==> src/rtl/reset_sequencer.sv <==
// Central reset controller: waits for a stable clock lock, releases reset domains
// in ascending order, then arbitrates per-domain soft-reset requests at run time.

module reset_sequencer_checker #(
  parameter int N_DOMAINS = 3
) (
  input logic                 clk,
  input logic                 rst,
  input logic [N_DOMAINS-1:0] rst_out,
  input logic [N_DOMAINS-1:0] soft_ack,
  input logic                 ready,
  input logic                 busy
);

  a_ready_busy_exclusive: assert property (@(posedge clk) disable iff (rst) !(ready && busy));
  a_ready_all_released:   assert property (@(posedge clk) disable iff (rst) ready |-> (rst_out == '0));
  a_ack_onehot:           assert property (@(posedge clk) disable iff (rst) $onehot0(soft_ack));
  a_ack_returns_ready:    assert property (@(posedge clk) disable iff (rst) (soft_ack != '0) |-> ready);

endmodule

module reset_sequencer #(
  parameter int N_DOMAINS   = 3,
  parameter int LOCK_STABLE = 16,
  parameter int STAGE_DELAY = 8,
  parameter int SOFT_LEN    = 4
) (
  input  logic                 clk,
  input  logic                 rst,
  input  logic                 locked,
  input  logic [N_DOMAINS-1:0] soft_req,
  output logic [N_DOMAINS-1:0] rst_out,
  output logic [N_DOMAINS-1:0] soft_ack,
  output logic                 ready,
  output logic                 busy
);

  localparam int MAX_LEN = (LOCK_STABLE > STAGE_DELAY)
                         ? ((LOCK_STABLE > SOFT_LEN) ? LOCK_STABLE : SOFT_LEN)
                         : ((STAGE_DELAY > SOFT_LEN) ? STAGE_DELAY : SOFT_LEN);
  localparam int CNT_W = $clog2(MAX_LEN) + 1;
  localparam int IDX_W = (N_DOMAINS > 1) ? $clog2(N_DOMAINS) : 1;

  localparam logic [CNT_W-1:0] LOCK_LAST  = CNT_W'(LOCK_STABLE - 1);
  localparam logic [CNT_W-1:0] STAGE_LAST = CNT_W'(STAGE_DELAY - 1);
  localparam logic [CNT_W-1:0] SOFT_LAST  = CNT_W'(SOFT_LEN - 1);
  localparam logic [IDX_W-1:0] LAST_DOM   = IDX_W'(N_DOMAINS - 1);

  typedef enum logic [1:0] {
    ST_HOLD    = 2'd0,
    ST_RELEASE = 2'd1,
    ST_RUN     = 2'd2,
    ST_SOFT    = 2'd3
  } state_t;

  logic                 sync1_r;
  logic                 sync2_r;
  logic                 lk_s;
  state_t               state_r;
  state_t               state_s;
  logic [CNT_W-1:0]     cnt_r;
  logic [CNT_W-1:0]     cnt_s;
  logic [IDX_W-1:0]     idx_r;
  logic [IDX_W-1:0]     idx_s;
  logic [N_DOMAINS-1:0] rst_out_r;
  logic [N_DOMAINS-1:0] rst_out_s;
  logic [N_DOMAINS-1:0] soft_ack_r;
  logic [N_DOMAINS-1:0] soft_ack_s;
  logic                 ready_r;
  logic                 ready_s;
  logic                 busy_r;
  logic                 busy_s;

  // Lowest set index wins arbitration.
  function automatic logic [IDX_W-1:0] lowest_set(input logic [N_DOMAINS-1:0] req);
    logic [IDX_W-1:0] idx;
    idx = '0;
    for (int j = N_DOMAINS - 1; j >= 0; j--) begin
      if (req[j]) begin
        idx = IDX_W'(j);
      end else begin
        idx = idx;
      end
    end
    return idx;
  endfunction

  function automatic logic [N_DOMAINS-1:0] onehot(input logic [IDX_W-1:0] k);
    logic [N_DOMAINS-1:0] m;
    for (int j = 0; j < N_DOMAINS; j++) begin
      m[j] = (j == int'(k));
    end
    return m;
  endfunction

  // Domains 0..k released, everything above k still held.
  function automatic logic [N_DOMAINS-1:0] above_mask(input logic [IDX_W-1:0] k);
    logic [N_DOMAINS-1:0] m;
    for (int j = 0; j < N_DOMAINS; j++) begin
      m[j] = (j > int'(k));
    end
    return m;
  endfunction

  assign lk_s = sync2_r;

  // Two-flop synchroniser for the asynchronous lock indicator.
  always_ff @(posedge clk) begin
    if (rst) begin
      sync1_r <= 1'b0;
      sync2_r <= 1'b0;
    end else begin
      sync1_r <= locked;
      sync2_r <= sync1_r;
    end
  end

  // Next-state and next-output logic; lock loss overrides every transition.
  always_comb begin
    state_s    = state_r;
    cnt_s      = cnt_r;
    idx_s      = idx_r;
    rst_out_s  = rst_out_r;
    soft_ack_s = '0;
    ready_s    = 1'b0;
    busy_s     = 1'b0;
    if (!lk_s && (state_r != ST_HOLD)) begin
      state_s   = ST_HOLD;
      cnt_s     = '0;
      idx_s     = '0;
      rst_out_s = '1;
    end else begin
      case (state_r)
        ST_HOLD: begin
          rst_out_s = '1;
          idx_s     = '0;
          if (!lk_s) begin
            cnt_s = '0;
          end else if (cnt_r == LOCK_LAST) begin
            // Preload so the first RELEASE cycle frees domain 0 immediately.
            state_s = ST_RELEASE;
            cnt_s   = STAGE_LAST;
          end else begin
            cnt_s = cnt_r + 1'b1;
          end
        end
        ST_RELEASE: begin
          if (cnt_r == STAGE_LAST) begin
            rst_out_s = above_mask(idx_r);
            cnt_s     = '0;
            if (idx_r == LAST_DOM) begin
              state_s = ST_RUN;
              idx_s   = '0;
              ready_s = 1'b1;
            end else begin
              idx_s = idx_r + 1'b1;
            end
          end else begin
            cnt_s = cnt_r + 1'b1;
          end
        end
        ST_RUN: begin
          rst_out_s = '0;
          if (|soft_req) begin
            state_s   = ST_SOFT;
            idx_s     = lowest_set(soft_req);
            rst_out_s = onehot(lowest_set(soft_req));
            cnt_s     = '0;
            busy_s    = 1'b1;
          end else begin
            ready_s = 1'b1;
          end
        end
        ST_SOFT: begin
          if (cnt_r == SOFT_LAST) begin
            rst_out_s  = '0;
            soft_ack_s = onehot(idx_r);
            state_s    = ST_RUN;
            cnt_s      = '0;
            ready_s    = 1'b1;
          end else begin
            cnt_s  = cnt_r + 1'b1;
            busy_s = 1'b1;
          end
        end
        default: begin
          state_s   = ST_HOLD;
          cnt_s     = '0;
          idx_s     = '0;
          rst_out_s = '1;
        end
      endcase
    end
  end

  // State, counter and registered outputs.
  always_ff @(posedge clk) begin
    if (rst) begin
      state_r    <= ST_HOLD;
      cnt_r      <= '0;
      idx_r      <= '0;
      rst_out_r  <= '1;
      soft_ack_r <= '0;
      ready_r    <= 1'b0;
      busy_r     <= 1'b0;
    end else begin
      state_r    <= state_s;
      cnt_r      <= cnt_s;
      idx_r      <= idx_s;
      rst_out_r  <= rst_out_s;
      soft_ack_r <= soft_ack_s;
      ready_r    <= ready_s;
      busy_r     <= busy_s;
    end
  end

  assign rst_out  = rst_out_r;
  assign soft_ack = soft_ack_r;
  assign ready    = ready_r;
  assign busy     = busy_r;

  reset_sequencer_checker #(
    .N_DOMAINS (N_DOMAINS)
  ) u_checker (
    .clk      (clk),
    .rst      (rst),
    .rst_out  (rst_out_r),
    .soft_ack (soft_ack_r),
    .ready    (ready_r),
    .busy     (busy_r)
  );

endmodule

==> config.mk <==
export PLATFORM = sky130hd
export DESIGN_NAME = reset_sequencer
export DESIGN_NICKNAME = d
export VERILOG_FILES = /design/src/rtl/reset_sequencer.sv
export SDC_FILE = /design/constraint.sdc
export NUM_CORES = 1
export LEC_CHECK = 0
export ABC_CLOCK_PERIOD_IN_PS = 3500
export CELL_PAD_IN_SITES_DETAIL_PLACEMENT = 1
export CELL_PAD_IN_SITES_GLOBAL_PLACEMENT = 2
export CORE_ASPECT_RATIO = 0.5
export CORE_MARGIN = 1.5
export CORE_UTILIZATION = 36
export DETAILED_ROUTE_END_ITERATION = 8
export PLACE_DENSITY = 0.91
export SLEW_MARGIN = 20
export SYNTH_ARGS = -nofsm -noshare
export SYNTH_HDL_FRONTEND = slang
export SYNTH_HIERARCHICAL = 1
export SYNTH_SLANG_ARGS = --single-unit
==> constraint.sdc <==
create_clock -name clk -period 3.5 [get_ports clk]
set_input_delay 0.7 -clock clk [delete_from_list [all_inputs] [get_ports clk]]
set_output_delay 0.7 -clock clk [all_outputs]
set_load 0.1 [all_outputs]
Word-level counts from Yosys, hierarchy flattened
Cells that the tools add are included.

Output and inout port bits: 8. Flip-flop bits (word level): 19. Input port bits: 6. Logic and storage cells: 79.

Equality and inequality tests: 17. Bitwise operators: 2. Muxes and demuxes: 34. Reduce and logical (&&, ||, !) cells: 13. Magnitude comparators: 2. Add/subtract/negate cells: 2.

Operators with widths (count): 2-to-1 mux 2 bit (14); 2-to-1 mux 5 bit (5); one-hot mux 5 bit (4 select lines) (1); != test 2 bit, second input constant (6); one-hot mux 3 bit (4 select lines) (1); 2-to-1 mux 3 bit (3); == test 2 bit, first input constant (4); one-hot mux 2 bit (4 select lines) (1); == test 2 bit, second input constant (3); zero test 2 bit (3); 2-to-1 mux 1 bit (6); one-hot mux 2 bit (3 select lines) (1); AND reduction 6 bit (1); adder 5 x 1 -> 5 bit, second input constant (1); == test 5 x 2 -> 1 bit, second input constant (1); == test 5 x 3 -> 1 bit, second input constant (1); == test 5 x 4 -> 1 bit, second input constant (1); OR reduction 4 bit (1); one-hot mux 1 bit (3 select lines) (1); AND reduction 3 bit (1); nonzero test 3 bit (1); OR reduction 3 bit (1); adder 2 x 1 -> 2 bit, second input constant (1); == test 2 x 1 -> 1 bit, second input constant (1); 9 further kinds (10).

Depth between registers and ports, before layout
Word-level depth: 9. Gate-level depth with buffers: 7. Depth with buffers taken out: 6.

Least setup slack after synthesis
OpenSTA, ideal clock, no wires.

Path kind: input-to-reg. From: input soft_req[0]. To: register state_r[1]. Cell stages on the path: 3. Data required time: 3379 ps. Slack: 1676 ps. Library setup time: 121 ps. Buffers on the path: 0. Arrival: 1703 ps. Path through: or4b_1 o211ai_2 mux2_4.

Cells in the longest elaborated chain, start to end: 3.

Ends and longest elaborated chain: start: declaration (line 31) `input logic [N_DOMAINS-1:0] soft_req,`; OR reduction 3 bit (line 164) `if (|soft_req) begin`; != test 2 bit (no line); AND reduction 6 bit (no line); end signal: assignment (line 207) `state_r <= state_s;`; end: declaration (line 59) `state_t state_r;`.

Every way passes these cells. A chain may end at the register's enable or synchronous reset.

Final worst setup path
From: register rst_out_r[1], in the netlist rst_out[1]. To: output rst_out[1].

RTL lines: start: declaration (line 65) `logic [N_DOMAINS-1:0] rst_out_r;`; start signal: assignment (line 210) `rst_out_r <= rst_out_s;`; end: declaration (line 32) `output logic [N_DOMAINS-1:0] rst_out,`.

No word-level cell between the ends.

==> impl_metrics.env <==
export IMPL_status="completed"
export IMPL_reg2reg_depth=5
export IMPL_yosysTopAreaCell="dfxtp_1"
export IMPL_final_cell_area_mm2=0.001305
export IMPL_drv_cap=0
export IMPL_cp_end_kind="output port"
export IMPL_holdBufCountCts=0
export IMPL_power_density_mw_per_mm2=398.8
export IMPL_finalWorstPathRequiredPeriod_ps=2433
export IMPL_grt_pass1_vias=874
export IMPL_skew_ps=0.7486
export IMPL_dieArea_mm2=0.003449
export IMPL_ff2ff_setup_slack_ps=1470
export IMPL_seqPwrFrac=0.441
export IMPL_io_pins=14
export IMPL_cts_resized=0
export IMPL_synth_area_mm2=0.001111
export IMPL_drive_above_1_share=0.09924
export IMPL_async_flop_share=0
export IMPL_synthesis_nets=132
export IMPL_tightest_slew_ps=973.4
export IMPL_ys_seq_area_frac=0.3423
export IMPL_combPwrFrac=0.256
export IMPL_max_freq_mhz=411.0
export IMPL_first_pass_iters=4
export IMPL_cp_num_buf_inv=1
export IMPL_drt_drc_violations_left=0
export IMPL_critical_path_required_ps=2800
export IMPL_gp_congestion=0.8047
export IMPL_intPower_mw=0.3495
export IMPL_final_cell_mix="19 x dfxtp_1, 13 x clkdlybuf4s50_1, 8 x nor2_1, 8 x ha_1, 7 x a21oi_1"
export IMPL_path_clk_slew_ps=70
export IMPL_clkPwrFrac=0.303
export IMPL_cts_setup_buffers=0
export IMPL_critPathMaxFanout=2
export IMPL_yosysWarnings=6
export IMPL_num_vias=944
export IMPL_dp_hpwl_mm=1.968
export IMPL_holdCritPathClass="reg -> reg"
export IMPL_cp_slowest_cell="clkdlybuf4s50_1"
export IMPL_cts_buffers=3
export IMPL_critical_path_class="reg -> out"
export IMPL_ys_seq_elements=19
export IMPL_setup_tns_ps=0
export IMPL_cp_depth=1
export IMPL_hold_viol=0
export IMPL_rsz0062_at_grt="false"
export IMPL_n_antenna_cell=0
export IMPL_rows=13
export IMPL_wire_per_inst_um=15.61
export IMPL_whs_path_depth=1
export IMPL_cts_sinks=19
export IMPL_portBuffers=13
export IMPL_critPathTopFamily="buffers and inverters"
export IMPL_gr_total_overflow=0
export IMPL_hold_end="lk_s"
export IMPL_drv_slew=0
export IMPL_worstSetupStartpointType="register"
export IMPL_h_tree_depth=1
export IMPL_reg2reg_from="cnt_r[0]"
export IMPL_netlist_top_cells_area="dfxtp_1 34%, ha_1 9.0%, mux2i_1 3.6%"
export IMPL_fill_cells=321
export IMPL_layout_setup_ws_ps=1067
export IMPL_syn2layout_area_growth_pct=17.45
export IMPL_final_common_cell="dfxtp_1"
export IMPL_die_h_um=42.29
export IMPL_vias_per_cell=5.619
export IMPL_antenna_found_initial=0
export IMPL_vdd_drop_max_v=0.0001680
export IMPL_worstPathCellList="clkdlybuf4s50_1"
export IMPL_cpPeakStageDelay_ps=1130
export IMPL_pre_cts_slack_ps=1066
export IMPL_wl_mm=2.623
export IMPL_finalNetCount=146
export IMPL_grt_pass1_wl_mm=4.416
export IMPL_rr_endpoint="state_r[1]"
export IMPL_clockRootBuffer="clkbuf_8"
export IMPL_die_w_um=81.57
export IMPL_finalCritPeriodShare=0.6952
export IMPL_drt_iter0_drc=31
export IMPL_cts_buffer_depth=2
export IMPL_start_util=0.4018
export IMPL_cp_arrival_ps=1730
export IMPL_synth_flop_cell="dfxtp_1"
export IMPL_syn_avg_cell_area_um2=9.416
export IMPL_core_area_mm2=0.002765
export IMPL_leakagePower_nw=0.4518
export IMPL_synth_top_area_share=0.3423
export IMPL_setup_viol=0
export IMPL_synth_cells=118
export IMPL_relSlewSlack=0.3491
export IMPL_yosys_cell_types_count=44
export IMPL_synth_edf_count=0
export IMPL_min_from="sync1_r"
export IMPL_clock_latency_ps=260
export IMPL_grtUsageTotal=0.1771
export IMPL_place_area_mm2=0.001260
export IMPL_sw_frac_of_total=0.3284
export IMPL_grt_max_degree=13
export IMPL_cts_tree="built"
export IMPL_p_sw_mw=0.1709
export IMPL_ant_nets=0
==> worst max path at each step <==
stage                            from          to  slack (ps)
after floorplan           soft_req[0]  state_r[1]        1680
after global placement    soft_req[0]  state_r[1]        1080
after detailed placement  soft_req[0]  state_r[1]        1070
after CTS                  rst_out[0]  rst_out[0]        1060
after global routing       rst_out[1]  rst_out[1]        1020
final                      rst_out[1]  rst_out[1]        1070
==> Yosys cell counts, drive strengths merged, types with 2 or more instances <==
| library cell | n |
|---|---|
| a211oi | 3 |
| a21oi | 8 |
| a31oi | 2 |
| buf | 3 |
| dfxtp | 19 |
| ha | 8 |
| inv | 6 |
| mux2i | 4 |
| nand2 | 5 |
| nand2b | 3 |
| nand3 | 6 |
| nand3b | 3 |
| nand4bb | 2 |
| nor2 | 8 |
| nor2b | 4 |
| nor3 | 5 |
| nor3b | 3 |
| o211ai | 2 |
| o21ai | 4 |
| or4b | 2 |
==> through the flow <==
stage | power, mW | utilization | hold WS (ps) | std cells
detailed placement | 0.3683 | 0.4557 | 435.0 | 164
CTS | 0.5264 | 0.4719 | 453.2 | 168
global route | 0.5493 | 0.4719 | 462.0 | 168
floorplan | 0.3352 | - | 413.8 | 118
finish | 0.5204 | 0.4719 | 447.9 | 168
global placement | 0.3676 | 0.4557 | 420.6 | 164
==> flip-flops by register name, indices dropped and copies added, names as in the netlist <==
name      flops
soft_ack      3
state_r       2
busy          1
cnt_r         5
idx_r         2
sync1_r       1
ready         1
lk_s          1
rst_out       3
==> power by group through the flow <==
stage / logic [mW] / clock network (mW) / registers (mW)
after CTS: 0.134 / 0.163 / 0.230
after floorplan: 0.0762 / 0 / 0.259
after global placement: 0.133 / 0 / 0.234
after detailed placement: 0.134 / 0 / 0.235
final: 0.133 / 0.158 / 0.229
after global routing: 0.145 / 0.174 / 0.231
==> kinds of logic after synthesis <==
family	synth area share
flops	0.3423
compound gates	0.1971
buf+inv	0.04504
mux	0.04955
simple gates	0.2680
fa+ha+maj	0.09009
xor+xnor	0.007884
==> layer usage <==
| metal | global-route usage | wire, um |
|---|---|---|
| met4 | 0.08276 | 48 |
| met1 | 0.2403 | 1329 |
| met5 | 0 | 0 |
| met2 | 0.2545 | 1162 |
| met3 | 0.05217 | 83 |
==> final cells by class <==
type / count / area, um^2 / area share
inverter: 6 / 22.52 / 0.01726
timing repair buffer: 13 / 130.1 / 0.09971
clock buffer: 4 / 45.04 / 0.03452
multi-input combinational: 89 / 680.7 / 0.5216
tap: 37 / 46.29 / 0.03547
sequential: 19 / 380.4 / 0.2915
Power figures use the tool's default switching activity.
